**src/rtl/trackletprocessor_div_34s_16s_18s_seq_if.sv**
```systemverilog
// Operand/result handshake bundle for the sequential signed divider.
//   in_valid/in_ready   : operand handshake (dividend, divisor)
//   out_valid/out_ready : result handshake (quotient, remainder, ovf, div0)
// The master modport is the producer/consumer side. The slave modport is the divider.
interface trackletprocessor_div_34s_16s_18s_seq_if #(
  parameter int DIVIDEND_W = 34,
  parameter int DIVISOR_W  = 16,
  parameter int QUOT_W     = 18
);
  logic                         in_valid;
  logic                         in_ready;
  logic signed [DIVIDEND_W-1:0] dividend;
  logic signed [DIVISOR_W-1:0]  divisor;
  logic                         out_valid;
  logic                         out_ready;
  logic signed [QUOT_W-1:0]     quotient;
  logic signed [DIVISOR_W-1:0]  remainder;
  logic                         ovf;
  logic                         div0;

  modport master (
    output in_valid, dividend, divisor, out_ready,
    input  in_ready, out_valid, quotient, remainder, ovf, div0
  );

  modport slave (
    input  in_valid, dividend, divisor, out_ready,
    output in_ready, out_valid, quotient, remainder, ovf, div0
  );
endinterface

```
**src/rtl/trackletprocessor_div_34s_16s_18s_seq.sv**
```systemverilog
// Sequential signed divider. It uses radix-2 restoring division and produces one quotient bit per cycle.
//   ap_clk   : clock, rising edge
//   ap_rst_n : asynchronous active-low reset
//   bus      : slave side of the operand/result handshake interface
// The quotient truncates toward zero and saturates to QUOT_W bits (ovf flags the clip).
// The remainder takes the sign of the dividend. A zero divisor returns the saturated
// quotient in the direction of the dividend sign, with div0=1.
// Latency is DIVIDEND_W+1 edges from the accept edge to out_valid.
module trackletprocessor_div_34s_16s_18s_seq #(
  parameter int DIVIDEND_W = 34,
  parameter int DIVISOR_W  = 16,
  parameter int QUOT_W     = 18
) (
  input  logic ap_clk,
  input  logic ap_rst_n,
  trackletprocessor_div_34s_16s_18s_seq_if.slave bus
);

  localparam int CNT_W = $clog2(DIVIDEND_W);

  localparam logic [DIVIDEND_W-1:0] QPOS_LIM = DIVIDEND_W'((64'd1 << (QUOT_W-1)) - 64'd1);
  localparam logic [DIVIDEND_W-1:0] QNEG_LIM = DIVIDEND_W'(64'd1 << (QUOT_W-1));
  localparam logic [QUOT_W-1:0]     QMAX     = {1'b0, {(QUOT_W-1){1'b1}}};
  localparam logic [QUOT_W-1:0]     QMIN     = {1'b1, {(QUOT_W-1){1'b0}}};

  typedef enum logic [1:0] {IDLE, CALC, FIX, DONE} state_t;

  state_t state, state_nxt;

  logic                  sign_n, sign_d, div0_flag;
  logic [DIVIDEND_W-1:0] nmag, qmag;
  logic [DIVISOR_W-1:0]  dmag, rmag;
  logic [CNT_W-1:0]      cnt;

  logic [DIVISOR_W:0]    trial, diff;
  logic                  ge;
  logic [QUOT_W-1:0]     q_fix;
  logic [DIVISOR_W-1:0]  r_fix;
  logic                  ovf_fix;
  logic                  last_iter;

  assign last_iter = (cnt == CNT_W'(DIVIDEND_W-1));

  always_ff @(posedge ap_clk or negedge ap_rst_n) begin
    if (!ap_rst_n) state <= IDLE;
    else           state <= state_nxt;
  end

  always_comb begin
    state_nxt   = state;
    bus.in_ready = (state == IDLE);
    case (state)
      IDLE: if (bus.in_valid) state_nxt = CALC;
      CALC: if (last_iter)    state_nxt = FIX;
      FIX:                    state_nxt = DONE;
      DONE: if (bus.out_ready) state_nxt = IDLE;
      default:                state_nxt = IDLE;
    endcase
  end

  // The partial remainder stays below |divisor| <= 2^15. One extra bit therefore holds
  // the shifted trial value.
  always_comb begin
    trial = {rmag, nmag[DIVIDEND_W-1]};
    diff  = trial - {1'b0, dmag};
    ge    = (trial >= {1'b0, dmag});
  end

  always_comb begin
    q_fix   = '0;
    ovf_fix = 1'b0;
    r_fix   = sign_n ? -rmag : rmag;
    if (div0_flag) begin
      q_fix = sign_n ? QMIN : QMAX;
      r_fix = '0;
    end else if (sign_n ^ sign_d) begin
      if (qmag > QNEG_LIM) begin
        q_fix   = QMIN;
        ovf_fix = 1'b1;
      end else begin
        q_fix = -qmag[QUOT_W-1:0];
      end
    end else begin
      if (qmag > QPOS_LIM) begin
        q_fix   = QMAX;
        ovf_fix = 1'b1;
      end else begin
        q_fix = qmag[QUOT_W-1:0];
      end
    end
  end

  always_ff @(posedge ap_clk or negedge ap_rst_n) begin
    if (!ap_rst_n) begin
      sign_n        <= 1'b0;
      sign_d        <= 1'b0;
      div0_flag     <= 1'b0;
      nmag          <= '0;
      qmag          <= '0;
      dmag          <= '0;
      rmag          <= '0;
      cnt           <= '0;
      bus.out_valid <= 1'b0;
      bus.quotient  <= '0;
      bus.remainder <= '0;
      bus.ovf       <= 1'b0;
      bus.div0      <= 1'b0;
    end else begin
      case (state)
        IDLE: if (bus.in_valid) begin
          sign_n    <= bus.dividend[DIVIDEND_W-1];
          sign_d    <= bus.divisor[DIVISOR_W-1];
          nmag      <= bus.dividend[DIVIDEND_W-1] ? -bus.dividend : bus.dividend;
          dmag      <= bus.divisor[DIVISOR_W-1] ? -bus.divisor : bus.divisor;
          div0_flag <= (bus.divisor == '0);
          rmag      <= '0;
          qmag      <= '0;
          cnt       <= '0;
        end
        CALC: begin
          nmag <= {nmag[DIVIDEND_W-2:0], 1'b0};
          rmag <= ge ? diff[DIVISOR_W-1:0] : trial[DIVISOR_W-1:0];
          qmag <= {qmag[DIVIDEND_W-2:0], ge};
          cnt  <= cnt + 1'b1;
        end
        FIX: begin
          bus.quotient  <= q_fix;
          bus.remainder <= r_fix;
          bus.ovf       <= ovf_fix;
          bus.div0      <= div0_flag;
          bus.out_valid <= 1'b1;
        end
        DONE: if (bus.out_ready) bus.out_valid <= 1'b0;
        default: ;
      endcase
    end
  end

endmodule

```
**src/flat_wrapper.sv**
```systemverilog
// flat-port wrapper written by rule: the top's interface ports become plain ports
module trackletprocessor_div_34s_16s_18s_seq_flat 
#(
  parameter int DIVIDEND_W = 34,
  parameter int DIVISOR_W  = 16,
  parameter int QUOT_W     = 18
)
  (ap_clk, ap_rst_n, bus_in_valid, bus_dividend, bus_divisor, bus_out_ready, bus_in_ready, bus_out_valid, bus_quotient, bus_remainder, bus_ovf, bus_div0);
  trackletprocessor_div_34s_16s_18s_seq_if #(.DIVIDEND_W(DIVIDEND_W), .DIVISOR_W(DIVISOR_W), .QUOT_W(QUOT_W)) bus_i ();
  input  logic ap_clk;
  input  logic ap_rst_n;
  input wire logic [$bits(bus_i.in_valid)-1:0] bus_in_valid;
  input wire logic [$bits(bus_i.dividend)-1:0] bus_dividend;
  input wire logic [$bits(bus_i.divisor)-1:0] bus_divisor;
  input wire logic [$bits(bus_i.out_ready)-1:0] bus_out_ready;
  output wire logic [$bits(bus_i.in_ready)-1:0] bus_in_ready;
  output wire logic [$bits(bus_i.out_valid)-1:0] bus_out_valid;
  output wire logic [$bits(bus_i.quotient)-1:0] bus_quotient;
  output wire logic [$bits(bus_i.remainder)-1:0] bus_remainder;
  output wire logic [$bits(bus_i.ovf)-1:0] bus_ovf;
  output wire logic [$bits(bus_i.div0)-1:0] bus_div0;
  assign bus_i.in_valid = bus_in_valid;
  assign bus_i.dividend = bus_dividend;
  assign bus_i.divisor = bus_divisor;
  assign bus_i.out_ready = bus_out_ready;
  assign bus_in_ready = bus_i.in_ready;
  assign bus_out_valid = bus_i.out_valid;
  assign bus_quotient = bus_i.quotient;
  assign bus_remainder = bus_i.remainder;
  assign bus_ovf = bus_i.ovf;
  assign bus_div0 = bus_i.div0;
  trackletprocessor_div_34s_16s_18s_seq #(.DIVIDEND_W(DIVIDEND_W), .DIVISOR_W(DIVISOR_W), .QUOT_W(QUOT_W)) u_core (.ap_clk(ap_clk), .ap_rst_n(ap_rst_n), .bus(bus_i));
endmodule
```
**config.mk**
```make
export PLATFORM = sky130hd
export DESIGN_NAME = trackletprocessor_div_34s_16s_18s_seq_flat
export DESIGN_NICKNAME = d
export VERILOG_FILES = /design/src/rtl/trackletprocessor_div_34s_16s_18s_seq_if.sv /design/src/rtl/trackletprocessor_div_34s_16s_18s_seq.sv /design/src/flat_wrapper.sv
export SDC_FILE = /design/constraint.sdc
export NUM_CORES = 1
export LEC_CHECK = 0
export BUFFER_PORTS_ARGS = -buffer_cell sky130_fd_sc_hd__clkbuf_2
export CELL_PAD_IN_SITES_DETAIL_PLACEMENT = 0
export CELL_PAD_IN_SITES_GLOBAL_PLACEMENT = 1
export CORE_MARGIN = 2
export CORE_UTILIZATION = 51
export CTS_BUF_LIST = sky130_fd_sc_hd__clkbuf_2 sky130_fd_sc_hd__clkbuf_4 sky130_fd_sc_hd__clkbuf_8
export CTS_CLUSTER_DIAMETER = 50
export CTS_CLUSTER_SIZE = 10
export DETAILED_ROUTE_END_ITERATION = 10
export PLACE_DENSITY = 0.93
export SYNTH_ARGS = -nofsm -noshare
export SYNTH_HDL_FRONTEND = slang
export SYNTH_SLANG_ARGS = --single-unit
export TNS_END_PERCENT = 100
```
**constraint.sdc**
```tcl
create_clock -name ap_clk -period 4.09 [get_ports ap_clk]
set_clock_uncertainty 0.05 [all_clocks]
set_input_delay 0.409 -clock ap_clk [delete_from_list [all_inputs] [get_ports ap_clk]]
set_output_delay 0.409 -clock ap_clk [all_outputs]
set_load 0.1 [all_outputs]
```
==> results of run 1 <==
-- metrics by stage --
| stage | instance area, um^2 | setup WS (ns) |
|---|---|---|
| detailed placement | 9418 | 1.142 |
| global placement | 9418 | 1.151 |
| floorplan | 8811 | 1.331 |
| global route | 9787 | 0.7716 |
| finish | 9787 | 1.080 |
| CTS | 9787 | 1.109 |
-- per-layer routing --
metal	part of all wire	track usage	vias to the layer above	wire, um
li1	-	-	3683	-
met1	0.49	0.3428	3503	9901
met2	0.44	0.3548	203	8772
met3	0.057	0.04078	22	1145
met4	0.013	0.06308	0	270
met5	0	0	-	0
-- worst paths after layout --
check / startpoint / endpoint
worst max register to register: u_core.qmag[1]$_DFFE_PN0P_ / u_core.bus.quotient[3]$_DFFE_PN0P_
min in group ap_clk: bus_out_ready / u_core.bus.out_valid$_DFFE_PN0P_
worst min-delay path: ap_rst_n / u_core.bus.quotient[7]$_DFFE_PN0P_
worst max-delay path: u_core.qmag[1]$_DFFE_PN0P_ / u_core.bus.quotient[3]$_DFFE_PN0P_
worst min register to register: u_core.dmag[12]$_DFFE_PN0P_ / u_core.dmag[12]$_DFFE_PN0P_
max in group asynchronous: ap_rst_n / u_core.bus.remainder[7]$_DFFE_PN0P_
-- sequential cells by signal, indices dropped and copies added, names as in the netlist, 2 cells and up --
| register | count |
|---|---|
| u_core.dmag | 16 |
| u_core.bus.quotient | 18 |
| u_core.rmag | 16 |
| u_core.state | 2 |
| u_core.qmag | 34 |
| u_core.bus.remainder | 16 |
| u_core.cnt | 6 |
| u_core.nmag | 34 |
-- power groups by stage --
stage / combinational (uW) / clock (uW) / sequential [uW]
2_1_floorplan: 3430 / 0 / 3400
3_5_place_dp: 5520 / 0 / 2480
6_report: 5540 / 1090 / 2460
5_1_grt: 6130 / 1180 / 2530
4_1_cts: 5530 / 1110 / 2460
3_3_place_gp: 5460 / 0 / 2460
-- layout make-up --
type / instances / area [um^2] / share of cell area
tap: 225 / 281.5 / 0.02877
sequential: 148 / 3704 / 0.3784
timing repair buffer: 104 / 559.3 / 0.05715
clock inverter: 8 / 106.4 / 0.01087
clock buffer: 20 / 262.8 / 0.02685
multi-input combinational: 724 / 4727 / 0.4830
inverter: 39 / 146.4 / 0.01496
-- cell usage in the layout (no fill, tap or decap), types with 18 or more instances in the layout --
cell type	Yosys	routed
or3_1	22	22
o31ai_1	24	24
o21ai_0	85	85
xnor2_1	44	44
dfrtp_1	148	148
a21oi_1	53	53
inv_1	38	38
clkbuf_8	0	18
xor2_1	35	35
nor2_1	54	54
clkbuf_2	0	90
a22o_1	43	43
nand2_1	108	108
ha_1	26	26
o211ai_1	19	19
-- cells by family after synthesis --
family / Yosys count
compound gates: 302
simple gates: 297
flops: 148
buf+inv: 101
xor+xnor: 79
fa+ha+maj: 27
mux: 19
==> results.md, run 1 <==
* Crit path DAT at 3.33 ns
* Worst Tran Pin Value at just over 1 ns
* Seq pwr share at 0.271
* Deepest clock path buffer count at 2
* Worst path required time at 4.41 ns
* Maxcap violations at 0
* Worst R2R Setup Slack at 1.08 ns
* Die Width at between 100 and 150 um
* Die area at 0.01834 mm^2
* Synth warn at 0
* Top FF cell, synth: dfrtp_1
* CTS tree: built
* First-pass GRT wire length at 34380 um
* Final Net Count at 1115
* Post-Syn Instances at 973
* Logic pwr share at 0.610
* Top Ports at 92
* Dpl cells at 1240
* Drt initial violations at ~480
* Fin crit period at 3.010 ns
* Max Slew Vio Count at 0
* Area leader, netlist: dfrtp_1
* Post-CTS Setup Bufs at 0
* Initial antenna violation count at 0
* P_leak at ~0.0044 uW
* RSZ-0062 raised after global routing: no
* Kind of cell adding the most delay to the critical path: simple AND/OR/NAND/NOR gates
* Sw frac at 0.5233
* Post-synthesis mux area share at 0.02187
* Layout area overhead at 11.08%
* Xor-xnor portion of the synthesized cell area at 0.07853
* Main area contributors after synthesis: dfrtp_1 42%, o21ai_0 4.8%, nand2_1 4.6%
* Hold WS at 0.05878 ns
* Status: finished clean
* Finish-stage setup viols at 0
* Layout Cells excl Fill at between 1000 and 1500
* Global placement routability congestion at 0.9218
* P per Cell Area at approximately 930 mW/mm^2
* H-tree Lvls at 4
* Mapped Area at between 0.008 and 0.009 mm^2
* Hold violation count in the final report at 0
* GR Overflow Total at 0
* Share of cells above drive strength 1 at 0.1467
* Buffers plus inverters on the worst setup path at 1
* Slowest stage delay, CP at ~0.57 ns
* Largest net degree at the start of global routing at approximately 120
* Post-synth top area share at 0.4203
* Post-synthesis sequential area ratio at 0.4203
* Clock sinks at 148
* Hold WC Path Type: primary input to asynchronous set/reset pin
* Tot Pwr at 9083 uW
* Critical Path Stages at 8
* Int Pwr at 4330 uW
* Simple-gate area share of the yosys netlist at 0.1666
* Syn avg cell area at 9.055 um^2
* Synth cell count leaders: 148 x dfrtp_1, 108 x nand2_1, 85 x o21ai_0
* Count of different cell masters after synthesis at 68
* Post-CTS Hold Fix Bufs at 0
* Die H at roughly 140 um
* Largest family of logic cells by synthesized area: compound AO/OA/AOI/OAI gates
* Fraction of registers with async set/reset at 1.000
* Setup crit start kind: flop
* Routed Antenna Nets at 0
* Via Count at 7411
* Routed len/inst at 15.84 um
* Critical Path, Cell by Cell: inv_1, ha_1, nor3b_1, nand2_1, o41ai_1, nand2b_1, or4_1, o211ai_1
* Max VDD drop at 0.6250 mV
* Vias per std cell at between 5 and 6
* Post-synth EDFFs at 0
* Filler cell count at 1560
* Core box area at 0.01712 mm^2
* Number of diodes at 0
* Clock Power Share at 0.120
* Syn_nets at 1054
* Most common cell in the netlist: dfrtp_1
* DRC Markers at 0
* Vias in the first global route at roughly 7000
* Tot GR Track Use at 0.2324
* Max FO, Critical Path at 11
* CTS buffer count at 17
* R2R depth at 8
* Initial Utilization at 0.5148
* Setup TNS at 0 ns
* Final wirelength at approximately 20000 um
* Period utilization at 0.7360
* Cts repair resizes at 0
* Post-Synth Adder-Cell Area at 0.03919
* I/O Buffers at 91
* Root Buffer: clkbuf_8
* Fmax at 0.3322 GHz
* Yosys reg bits at 148
* Post-DP HPWL at 14600 um
* Net Sw Power at 4754 uW
* Critical path class: flop to flop
* Worst skew pair latency at 0.46 ns
* Site Rows at 48
* Utilization after layout at 0.5718
* Worst setup EP type: flop
* Compound-Gate Fraction of Synth Area at 0.2302
* Clk slew on worst S/H paths at 0.07 ns
* Rel. slew slack at 0.3203
* Slowest cell on crit path: or4_1
* DRT Pass-1 Iters at 5
Note: power is estimated with default switching activity, not from simulation.
==> run 2: changes to the inputs <==
--- a/config.mk
+++ b/config.mk
@@ -9,12 +9,12 @@
 export CELL_PAD_IN_SITES_DETAIL_PLACEMENT = 0
 export CELL_PAD_IN_SITES_GLOBAL_PLACEMENT = 1
 export CORE_MARGIN = 2
-export CORE_UTILIZATION = 51
+export CORE_UTILIZATION = 43
 export CTS_BUF_LIST = sky130_fd_sc_hd__clkbuf_2 sky130_fd_sc_hd__clkbuf_4 sky130_fd_sc_hd__clkbuf_8
 export CTS_CLUSTER_DIAMETER = 50
 export CTS_CLUSTER_SIZE = 10
 export DETAILED_ROUTE_END_ITERATION = 10
-export PLACE_DENSITY = 0.93
+export PLACE_DENSITY = 0.84
 export SYNTH_ARGS = -nofsm -noshare
 export SYNTH_HDL_FRONTEND = slang
 export SYNTH_SLANG_ARGS = --single-unit
==> constraint.sdc (replaced) <==
create_clock -name ap_clk -period 2.6 [get_ports ap_clk]
set_clock_uncertainty 0.05 [all_clocks]
set_input_delay 0.26 -clock ap_clk [delete_from_list [all_inputs] [get_ports ap_clk]]
set_output_delay 0.26 -clock ap_clk [all_outputs]
set_load 0.1 [all_outputs]
==> results.md, run 2 (synthesized netlist as in run 1, its figures left out) <==
* Status: finished clean
* Layout Cells excl Fill at 1380
* Hold path start: bus_dividend[0]
* Reg-to-reg endpoint: u_core.rmag[15]$_DFFE_PN0P_
* Finish-stage setup viols at 0
* Routed Antenna Nets at 0
* Maxcap violations at 0
* Routed len/inst at around 16 um
* Die area at 0.02165 mm^2
* Worst setup EP type: flop
* Kind of cell adding the most delay to the critical path: compound AO/OA/AOI/OAI gates
* R2R depth at 7
* Top Ports at 92
* Number of diodes at 0
* Sw frac at 0.4951
* Filler cell count at 1896
* Most frequent cells in the layout: 148 x dfrtp_1, 108 x nand2_1, 90 x clkbuf_2
* Layout area overhead at 19.63%
* Fin crit period at about 2.5 ns
* P per Cell Area at 1493 mW/mm^2
* Leading cell type in the layout, fill and taps excluded: dfrtp_1
* Worst R2R Setup Slack at 0.13 ns
* Hold violation count in the final report at 0
* Final Net Count at 1179
* CTS tree: built
* Initial Utilization at 0.4368
* Share of cells above drive strength 1 at 0.2036
* Logic pwr share at 0.617
* Clock Power Share at 0.142
* Worst path most repeated cell: o21ai_0
* Via Count at 7655
* Site Rows at 52
* Int Pwr at 7947 uW
* Rel. slew slack at 0.5395
* Critical path class: flop to flop
* Slowest stage delay, CP at 0.53 ns
* Vias per std cell at about 5.5
* Placed cell area at 0.009978 mm^2
* P_leak at 0.004838 uW
* Crit path DAT at 2.74 ns
* H-tree Lvls at 4
* Biggest regs: u_core.nmag: 34 flops, u_core.qmag: 34 flops, u_core.bus.quotient: 18 flops
* Slowest cell on crit path: or4_1
* Tot GR Track Use at 0.2107
* Hold WS at approximately 0.057 ns
* Largest net degree at the start of global routing at 56
* Die H at roughly 150 um
* Deepest clock path buffer count at 2
* Core box area at between 0.02 and 0.025 mm^2
* GR Overflow Total at 0
* Final instance area at between 0.01 and 0.015 mm^2
* Worst r2r src: u_core.rmag[7]$_DFFE_PN0P_
* Worst skew pair latency at 0.45 ns
* Worst Tran Pin Value at 0.6858 ns
* Dpl cells at 1345
* Seq pwr share at 0.240
* Worst Hold End: u_core.nmag[0]$_DFFE_PN0P_
* Hold WC Path Type: primary input to flop
* Fmax at 0.4048 GHz
* Max FO, Critical Path at 5
* Global placement routability congestion at slightly below 0.9
* I/O Buffers at 91
* Root Buffer: clkbuf_8
* Die Width at 147.1 um
* Worst path required time at 2.87 ns
* Critical Path, Cell by Cell: ha_1, a21oi_1, o21a_1, o21ai_0, or4_1, o311ai_0, o21ai_0
* Utilization after layout at 0.5226
* Period utilization at 0.9501
* Final wirelength at 22030 um
* RSZ-0062 raised after global routing: yes
* DRT Pass-1 Iters at 4
* Post-DP HPWL at 16230 um
* Hold path cells at 3
* Buffers plus inverters on the worst setup path at 0
* Clock sinks at 148
* Max VDD drop at 0.5314 mV
* Initial antenna violation count at 0
* Net Sw Power at around 7800 uW
* Setup crit start kind: flop
* Max Slew Vio Count at 0
* First-pass GRT wire length at 37320 um
* Clk slew on worst S/H paths at 0.09 ns
* Drt initial violations at 444
* Vias in the first global route at 7300
* DRC Markers at 0
* CTS buffer count at 17
run 2: worst max path at each step:
stage	slack, ns	end	depth (start not counted)	start
after floorplan	0.006	u_core.bus.quotient[10]$_DFFE_PN0P_	9	u_core.qmag[1]$_DFFE_PN0P_
after global placement	-0.09	u_core.nmag[27]$_DFFE_PN0P_	7	bus_dividend[16]
after detailed placement	-0.12	u_core.nmag[27]$_DFFE_PN0P_	7	bus_dividend[16]
after CTS	0.06	u_core.bus.quotient[13]$_DFFE_PN0P_	8	u_core.qmag[1]$_DFFE_PN0P_
after global routing	-0.01	u_core.rmag[14]$_DFFE_PN0P_	11	u_core.nmag[33]$_DFFE_PN0P_
final	0.13	u_core.rmag[15]$_DFFE_PN0P_	7	u_core.rmag[7]$_DFFE_PN0P_
run 2: through the flow:
stage,worst slack (ns),TNS [ns],power [uW]
2_1_floorplan,0.006165,0,10740
3_3_place_gp,-0.09086,-0.2363,13260
3_5_place_dp,-0.1218,-0.3320,13390
4_1_cts,0.05794,0,15710
5_1_grt,-0.01005,-0.01005,16970
6_report,0.1296,0,15740
run 2: worst min-delay path: cells and delay by family:
family / cells / cell delay (ns)
AO/OA/AOI/OAI: 1 / 0.09
buffers and inverters: 2 / 0.17
run 2: metal layers:
layer | up-vias | wire [um] | global-route usage
li1 | 3816 | - | -
met1 | 3658 | 11060 | 0.3141
met2 | 160 | 9871 | 0.3236
met3 | 21 | 852 | 0.02981
met4 | 0 | 240 | 0.05385
met5 | - | 0 | 0
run 2: final cells by class:
class | count | area (um^2) | share of cell area
Sequential cell | 148 | 3704 | 0.3514
Inverter | 39 | 146.4 | 0.01389
Timing Repair Buffer | 168 | 1095 | 0.1039
Tap cell | 270 | 337.8 | 0.03205
Multi-Input combinational cell | 724 | 4761 | 0.4517
Clock inverter | 13 | 255.2 | 0.02422
Clock buffer | 18 | 241.5 | 0.02291
run 2: power by group through the flow:
stage | combinational (uW) | clock (uW) | sequential, uW
floorplan | 5390 | 0 | 5350
global placement | 9480 | 0 | 3780
detailed placement | 9570 | 0 | 3810
CTS | 9640 | 2300 | 3780
global route | 10700 | 2390 | 3890
finish | 9720 | 2240 | 3780
run 2: what timing repair did:
item	in CTS	in global routing
cloned	0	0
buffers inserted	1	1
endpoints found under the setup margin	1	24
resized for setup	0	7
pin swaps	0	2
hold endpoints to repair	53	0
hold buffers	2	0
==> run 3: changes to the inputs <==
--- a/config.mk
+++ b/config.mk
@@ -9,12 +9,13 @@
 export CELL_PAD_IN_SITES_DETAIL_PLACEMENT = 0
 export CELL_PAD_IN_SITES_GLOBAL_PLACEMENT = 1
 export CORE_MARGIN = 2
-export CORE_UTILIZATION = 43
+export CORE_UTILIZATION = 51
 export CTS_BUF_LIST = sky130_fd_sc_hd__clkbuf_2 sky130_fd_sc_hd__clkbuf_4 sky130_fd_sc_hd__clkbuf_8
 export CTS_CLUSTER_DIAMETER = 50
 export CTS_CLUSTER_SIZE = 10
 export DETAILED_ROUTE_END_ITERATION = 10
-export PLACE_DENSITY = 0.84
+export HOLD_SLACK_MARGIN = 0.06
+export PLACE_DENSITY = 0.93
 export SYNTH_ARGS = -nofsm -noshare
 export SYNTH_HDL_FRONTEND = slang
 export SYNTH_SLANG_ARGS = --single-unit
==> constraint.sdc (replaced) <==
create_clock -name ap_clk -period 3.1 [get_ports ap_clk]
set_clock_uncertainty 0.05 [all_clocks]
set_input_delay 0.31 -clock ap_clk [delete_from_list [all_inputs] [get_ports ap_clk]]
set_output_delay 0.31 -clock ap_clk [all_outputs]
set_load 0.1 [all_outputs]
==> results.md, run 3 (synthesized netlist as in run 1, its figures left out) <==
* Die area at 0.01834 mm^2
* Global placement routability congestion at 0.9197
* P_leak at 0.004517 uW
* Clock sinks at 148
* Period utilization at 0.8747
* DRC Markers at 0
* Worst setup EP type: flop
* GR Overflow Total at 0
* Worst Tran Pin Value at approximately 0.7 ns
* Slowest stage delay, CP at 0.57 ns
* Tot GR Track Use at 0.2339
* Deepest clock path buffer count at 2
* Maxcap violations at 0
* Post-CTS Setup Bufs at 0
* Most frequent cells in the layout: 148 x dfrtp_1, 108 x nand2_1, 90 x clkbuf_2
* Worst Slack Setup Final at 0.3884 ns
* Rel. slew slack at 0.5257
* Critical path class: flop to flop
* Fmax at 0.3688 GHz
* Via Count at between 7000 and 8000
* Vias per std cell at 5.833
* Root Buffer: clkbuf_8
* H-tree Lvls at 4
* Crit path DAT at between 3 and 4 ns
* I/O Buffers at between 90 and 100
* Max Slew Vio Count at 0
* Storage element area at between 0.003 and 0.004 mm^2
* Routed Antenna Nets at 0
* Filler cell count at 1529
* Max VDD drop at about 1.2 mV
* Tot Pwr at 12150 uW
* Final wirelength at 20580 um
* Top Ports at 92
* Multi-input gate area at about 0.0047 mm^2
* Finish-stage setup viols at 0
* Die H at 135.4 um
* Largest net degree at the start of global routing at 70
* Core box area at 0.01712 mm^2
* Cts repair resizes at 0
* Status: finished clean
* Critical Path, Cell by Cell: inv_1, ha_1, nor3b_1, nand2_1, o41ai_1, nand2b_1, or4_1, o211ai_1
* Die Width at 135.4 um
* Clk slew on worst S/H paths at ~0.090 ns
* P per Cell Area at around 1200 mW/mm^2
* DRT Pass-1 Iters at 5
* Post-DP HPWL at 14920 um
* RSZ-0062 raised after global routing: no
* Dpl ws at 0.2968 ns
* Initial antenna violation count at 0
* Setup TNS at 0 ns
* Drt initial violations at 486
* Vias in the first global route at 6984
* Final Net Count at 1131
* Biggest regs: u_core.nmag: 34 flops, u_core.qmag: 34 flops, u_core.bus.quotient: 18 flops
* Slowest cell on crit path: or4_1
* Routed len/inst at 15.98 um
* Hold WC Path Type: primary input to flop
* CTS tree: built
* Fin crit period at 2.712 ns
* First-pass GRT wire length at 34760 um
* Layout area overhead at 12.68%
* Leading cell type in the layout, fill and taps excluded: dfrtp_1
* Worst skew pair latency at 0.46 ns
* Share of cells above drive strength 1 at 0.1609
* Site Rows at between 40 and 50
* Worst path required time at 3.43 ns
* Initial Utilization at 0.5148
* Max FO, Critical Path at 11
* Post-CTS Hold Fix Bufs at 2
* Hold violation count in the final report at 0
* CTS buffer count at 17
* Setup crit start kind: flop
* Number of diodes at 0
## run 3: worst max-delay path, delay by kind of cell, from the launching register on
| kind | cells | cell delay (ns) |
|---|---|---|
| adder cells (fa/ha/maj) | 1 | 0.21 |
| AND/OR/NAND/NOR | 4 | 1.30 |
| AO/OA/AOI/OAI | 2 | 0.52 |
| flip-flops | 1 | 0.41 |
| buffers and inverters | 1 | 0.15 |
## run 3: per-stage QoR
stage	hold WS, ns	instance area, um^2	cells	util
3_5_place_dp	0.2954	9523	1254	0.5564
3_3_place_gp	0.2929	9523	1254	0.5564
2_1_floorplan	-0.03559	8811	973	-
4_1_cts	0.07909	9928	1288	0.5800
5_1_grt	0.1159	9928	1288	0.5800
6_report	0.1069	9928	1288	0.5800
## run 3: report_power, final
group / internal (uW) / switching (uW) / total [uW]
Clock: 689 / 778 / 1470
Combinational: 2420 / 5060 / 7480
Sequential: 2650 / 559 / 3210
Total: 5760 / 6390 / 12200
## run 3: metal layers
metal / global-route usage / vias to the layer above / wire length [um] / share of wire
met1: 0.3424 / 3556 / 10090 / 0.49
met2: 0.3610 / 206 / 9097 / 0.44
met3: 0.04078 / 18 / 1174 / 0.057
li1: - / 3733 / - / -
met4: 0.06134 / 0 / 217 / 0.011
met5: 0 / - / 0 / 0
## run 3: path summary, 6_finish.rpt
path                                                 endpoint  slack, ns                   startpoint  cells after the start
min reg2reg                       u_core.dmag[14]$_DFFE_PN0P_       0.43  u_core.dmag[14]$_DFFE_PN0P_                      2
max reg2reg                u_core.bus.quotient[4]$_DFFE_PN0P_       0.39   u_core.qmag[1]$_DFFE_PN0P_                      8
min in group asynchronous  u_core.bus.quotient[9]$_DFFE_PN0P_       0.34                     ap_rst_n                      2
max                        u_core.bus.quotient[4]$_DFFE_PN0P_       0.39   u_core.qmag[1]$_DFFE_PN0P_                      8
max in group asynchronous  u_core.bus.quotient[1]$_DFFE_PN0P_       1.78                     ap_rst_n                      3
min                               u_core.dmag[14]$_DFFE_PN0P_       0.11              bus_divisor[14]                      3
## run 3: cell type report
type	instances	share of cell area
multi-input cells	724	0.4761
repair buffers	120	0.06894
clock buffers	19	0.02634
inverters	39	0.01474
well taps	225	0.02836
clock inverters	13	0.01248
flip-flops and latches	148	0.3730
